===== src/rtl/seven_seg_rx.sv =====
// Seven-segment receiver: qualifies each segment pattern by stability and
// decodes it back to the 3-bit display code, flagging patterns the driver never emits.
module seven_seg_rx #(
    parameter int STABLE_CYCLES = 4,
    parameter int ERR_W         = 8
) (
    input  logic             clk,
    input  logic             rst,
    input  logic             seg_a,
    input  logic             seg_b,
    input  logic             seg_c,
    input  logic             seg_d,
    input  logic             seg_e,
    input  logic             seg_f,
    input  logic             seg_g,
    output logic [2:0]       code,
    output logic             code_valid,
    output logic             code_other,
    output logic             stable,
    output logic             invalid,
    output logic [ERR_W-1:0] err_count
);

    localparam logic [7:0] CNT_MAX = 8'(STABLE_CYCLES);

    typedef enum logic [1:0] {
        SETTLE  = 2'd0,
        LOCKED  = 2'd1,
        INVALID = 2'd2
    } state_t;

    // Returns {legal, other, code}.
    function automatic logic [4:0] decode(input logic [6:0] p);
        logic [4:0] r;
        case (p)
            7'b1111110: r = 5'b10_000;
            7'b0110000: r = 5'b10_001;
            7'b1101101: r = 5'b10_010;
            7'b1111001: r = 5'b10_011;
            7'b1001111: r = 5'b11_100;
            default:    r = 5'b00_000;
        endcase
        return r;
    endfunction

    logic [6:0] pat;
    logic [6:0] seg_p0;
    logic [7:0] cnt_p0;
    logic [4:0] dec_p0;
    state_t     state;

    assign pat    = {seg_a, seg_b, seg_c, seg_d, seg_e, seg_f, seg_g};
    assign dec_p0 = decode(seg_p0);

    // Stage 0: sample the lines and count consecutive identical samples.
    always_ff @(posedge clk or posedge rst) begin
        if (rst) begin
            seg_p0 <= '0;
            cnt_p0 <= '0;
        end else begin
            seg_p0 <= pat;
            if (cnt_p0 == 8'd0 || pat != seg_p0)
                cnt_p0 <= 8'd1;
            else if (cnt_p0 < CNT_MAX)
                cnt_p0 <= cnt_p0 + 8'd1;
        end
    end

    // Stage 1: lock/invalid FSM on the registered sample and count.
    always_ff @(posedge clk or posedge rst) begin
        if (rst) begin
            state      <= SETTLE;
            code       <= 3'b000;
            code_other <= 1'b0;
            code_valid <= 1'b0;
            stable     <= 1'b0;
            invalid    <= 1'b0;
            err_count  <= '0;
        end else begin
            code_valid <= 1'b0;
            case (state)
                SETTLE: begin
                    if (cnt_p0 == CNT_MAX) begin
                        if (dec_p0[4]) begin
                            state      <= LOCKED;
                            stable     <= 1'b1;
                            code       <= dec_p0[2:0];
                            code_other <= dec_p0[3];
                            code_valid <= 1'b1;
                        end else begin
                            state   <= INVALID;
                            invalid <= 1'b1;
                            if (err_count != {ERR_W{1'b1}})
                                err_count <= err_count + {{(ERR_W-1){1'b0}}, 1'b1};
                        end
                    end
                end
                LOCKED, INVALID: begin
                    if (cnt_p0 < CNT_MAX) begin
                        state   <= SETTLE;
                        stable  <= 1'b0;
                        invalid <= 1'b0;
                    end
                end
                default: begin
                    state   <= SETTLE;
                    stable  <= 1'b0;
                    invalid <= 1'b0;
                end
            endcase
        end
    end

endmodule

===== config.mk =====
export PLATFORM = sky130hd
export DESIGN_NAME = seven_seg_rx
export DESIGN_NICKNAME = d
export VERILOG_FILES = /design/src/rtl/seven_seg_rx.sv
export SDC_FILE = /design/constraint.sdc
export NUM_CORES = 1
export LEC_CHECK = 0
export BUFFER_PORTS_ARGS = -buffer_cell sky130_fd_sc_hd__buf_2
export CORE_MARGIN = 5
export CORE_UTILIZATION = 59
export DETAILED_ROUTE_END_ITERATION = 8
export PLACE_DENSITY = 0.83
export SYNTH_ARGS = -nofsm -noshare
export SYNTH_HDL_FRONTEND = slang
export SYNTH_SLANG_ARGS = --single-unit

===== constraint.sdc =====
create_clock -name clk -period 3.87 [get_ports clk]
set_input_delay 0.387 -clock clk [delete_from_list [all_inputs] [get_ports clk]]
set_output_delay 0.387 -clock clk [all_outputs]
set_load 0.01 [all_outputs]

==> impl_metrics.env <==
export IMPL_status="finished, final reports clean"
export IMPL_synth_warning_count=0
export IMPL_syn2layout_area_growth_pct=13.34
export IMPL_cp_start_kind="register"
export IMPL_wire_per_inst_um=14.86
export IMPL_r2r_end="err_count[1]$_DFFE_PP0P_"
export IMPL_grt_pass1_vias=1133
export IMPL_dieArea_sq_mm=0.003613
export IMPL_grt_first_pass_wirelength_mm=4.892
export IMPL_leakagePower_nw=0.8696
export IMPL_layout_nets=169
export IMPL_fin_tns_setup_ps=0
export IMPL_cts_hold_fix_buffers=0
export IMPL_ir_drop_mv=0.2851
export IMPL_overflow=0
export IMPL_grt_max_degree=32
export IMPL_yosysUniqueCellTypes=41
export IMPL_ant_nets=0
export IMPL_ys_seq_elements=31
export IMPL_start_util_pct=60.91
export IMPL_drv_cap=0
export IMPL_vias_per_cell=5.652
export IMPL_place_area_sq_mm=0.001610
export IMPL_p_per_area_mw_per_mm2=340.0
export IMPL_worstPathCellList="inv_1 > ha_1 > or4b_1 > or4_4 > nor2b_2 > nand3_4 > mux2_4"
export IMPL_layout_worst_path_cycle_share_pct=62.83
export IMPL_endpoint_kind="register"
export IMPL_design_area_sq_mm=0.001679
export IMPL_cts_tree="built"
export IMPL_dpl_hpwl_mm=2.024
export IMPL_syn_inst=129
export IMPL_grt_setup_unrepaired="false"
export IMPL_numCtsBuffers=5
export IMPL_cp_arrival_ps=2650
export IMPL_diodes=0
export IMPL_slew_headroom_pct=24.43
export IMPL_drc=0
export IMPL_drtIter0Drc=37
export IMPL_cts_setup_buffers=0
export IMPL_maxSlewViolCount=0
export IMPL_vias=1057
export IMPL_crit_reg2reg_launch="state[0]$_DFFE_PP0P_"
export IMPL_r2r_cells=7
export IMPL_setup_violations=0
export IMPL_track_usage_pct=18.46
export IMPL_firstDrtPassIters=4
export IMPL_root_buffer="clkbuf_4"
export IMPL_routabilityCongestion=0.7493
export IMPL_num_rows=18
export IMPL_period_needed_ps=2431
export IMPL_max_stage_delay_ps=450
export IMPL_worstMarginPinSlew_ps=1132
export IMPL_max_freq_mhz=411.3
export IMPL_cts_resized=0
export IMPL_cp_max_fo=9
export IMPL_fillerInstances=179
export IMPL_ys_seq_area_share_pct=52.36
export IMPL_syn_nets=142
export IMPL_core_area_sq_mm=0.002432
export IMPL_clock_latency_ps=330
export IMPL_drive_gt1_share_pct=24.20
export IMPL_antenna_found_initial=0
export IMPL_syn_area_sq_mm=0.001481
export IMPL_fin_skew_ps=5.249
export IMPL_die_w_um=60.11
export IMPL_hold_path_class="primary input to register"
export IMPL_dieHeight_um=60.11
export IMPL_htreeDepth=2
export IMPL_worstHoldEndpoint="seg_p0[4]$_DFF_PP0_"
export IMPL_required_ps=4090
export IMPL_worstHoldPathCells=1
export IMPL_portBuffers=23
export IMPL_routed_wl_mm=2.779
export IMPL_regToRegSetupSlack_ps=1440
export IMPL_hp_start="seg_c"
export IMPL_slowest_stage="or4b_1"
export IMPL_hold_viol_final=0
export IMPL_cts_sinks=31
export IMPL_syn_mean_instance_area_sq_um=11.48
export IMPL_io_pins=24
export IMPL_crit_type="register to register"
export IMPL_clockBufferDepth=2
export IMPL_cts_clk_slew_worst_paths_ps=90
==> critical path: cells and delay by family (launching register included) <==
| family | cells | cell delay, ps |
|---|---|---|
| buffers and inverters | 1 | 60 |
| multiplexers | 1 | 310 |
| adder cells (fa/ha/maj) | 1 | 170 |
| AND/OR/NAND/NOR | 4 | 1390 |
| flip-flops | 1 | 390 |
==> metal layers <==
layer  share of wire, %  track usage [%]  vias to the layer above
li1                   -                -                      515
met1                 43            19.70                      509
met2                 50            31.94                       24
met3                5.5            6.695                        9
met4                2.0            8.861                        0
met5                  0                0                        -
==> area by class of cell <==
| cell class | count | area, sq um | share of cell area (%) |
|---|---|---|---|
| multi-input cells | 87 | 651.9 | 38.82 |
| clock buffers | 8 | 68.82 | 4.098 |
| flip-flops and latches | 31 | 775.7 | 46.20 |
| inverters | 8 | 30.03 | 1.788 |
| repair buffers | 23 | 115.1 | 6.855 |
| well taps | 30 | 37.54 | 2.235 |
==> sequential cells by signal, summed over array words and instances, names as in the netlist <==
register    count
err_count       8
code            3
state           2
cnt_p0          8
stable          1
invalid         1
seg_p0          7
code_valid      1
==> stage by stage <==
| stage | utilization (%) | hold slack [ps] | total power, mW | setup slack [ps] | std cells |
|---|---|---|---|---|---|
| CTS | 69.03 | 169.5 | 0.5791 | 1437 | 187 |
| global route | 69.03 | 154.8 | 0.5996 | 1323 | 187 |
| finish | 69.03 | 186.2 | 0.5710 | 1439 | 187 |
| floorplan | - | 418.4 | 0.3553 | 1705 | 129 |
| global placement | 66.20 | 459.2 | 0.3641 | 1541 | 179 |
| detailed placement | 66.20 | 464.9 | 0.3655 | 1485 | 179 |
==> where the power goes <==
group	leakage (nW)	switching (mW)	total (mW)	internal, mW
logic	0.419	0.0145	0.0250	0.0105
registers	0.412	0.00611	0.334	0.328
clock network	0.0386	0.105	0.212	0.107
==> kinds of logic (layout without fill, tap and decap cells) <==
kind of cell               Yosys count  after routing  synth area share (%)
and+or+nand+nor                     51             51                 22.55
DFF                                 31             31                 52.36
AOI/OAI and AO/OA                   15             15                 7.433
xor gates and xnor gates            15             15                 8.868
buffers and inverters               11             39                 3.632
adders and majority gates            4              4                 3.379
muxes                                2              2                 1.773
==> cells in the mapped netlist <==
cell	number	area share, %
and4_1	1	0.59
o21bai_1	1	0.51
or4b_1	2	1.4
and3_1	8	3.4
a41oi_1	1	0.59
a21boi_0	1	0.51
a21oi_1	1	0.34
o22a_1	1	0.59
mux2_4	1	1.0
xor2_1	5	3.0
nand4_1	7	3.0
nand3_4	1	1.2
nor2b_1	4	1.7
ha_1	4	3.4
buf_6	1	0.76
nor3_1	3	1.0
nor3b_1	1	0.51
or4_4	1	0.76
a22o_1	2	1.2
nor4_1	3	1.3
and2_1	5	2.1
dfrtp_1	31	52
or2_2	1	0.42
buf_2	1	0.34
mux2_2	1	0.76
buf_4	1	0.51
a21o_1	2	1.0
o21a_1	2	1.0
nand4b_1	1	0.59
o2111ai_1	1	0.59
and2_2	1	0.51
nand3_1	3	1.0
o21ai_0	2	0.68
inv_1	8	2.0
nor2_1	2	0.51
nor2b_2	1	0.59
or4_2	1	0.59
a31oi_1	1	0.42
nand2_1	4	1.0
nand3b_1	1	0.51
xnor2_1	10	5.9
==> worst max-delay path by stage <==
| stage | startpoint | endpoint | slack [ps] | cells after the start |
|---|---|---|---|---|
| 3_3_place_gp | state[0]$_DFFE_PP0P_ | err_count[1]$_DFFE_PP0P_ | 1540 | 7 |
| 6_report | state[0]$_DFFE_PP0P_ | err_count[1]$_DFFE_PP0P_ | 1440 | 7 |
| 2_1_floorplan | state[0]$_DFFE_PP0P_ | err_count[1]$_DFFE_PP0P_ | 1710 | 8 |
| 3_5_place_dp | state[0]$_DFFE_PP0P_ | err_count[1]$_DFFE_PP0P_ | 1490 | 7 |
| 5_1_grt | state[1]$_DFFE_PP0P_ | err_count[1]$_DFFE_PP0P_ | 1320 | 7 |
| 4_1_cts | state[0]$_DFFE_PP0P_ | err_count[1]$_DFFE_PP0P_ | 1440 | 7 |
==> cells in the final DEF, fill, tap and decap left out, drive strengths merged, types with 3 or more instances in the layout <==
master   n
and2     6
nand3    4
dfrtp   31
xnor2   10
nor3     3
ha       4
xor2     5
buf     23
nand4    7
nor2b    5
clkbuf   8
inv      8
and3     8
nand2    4
nor4     3
Power figures use the tool's default switching activity.
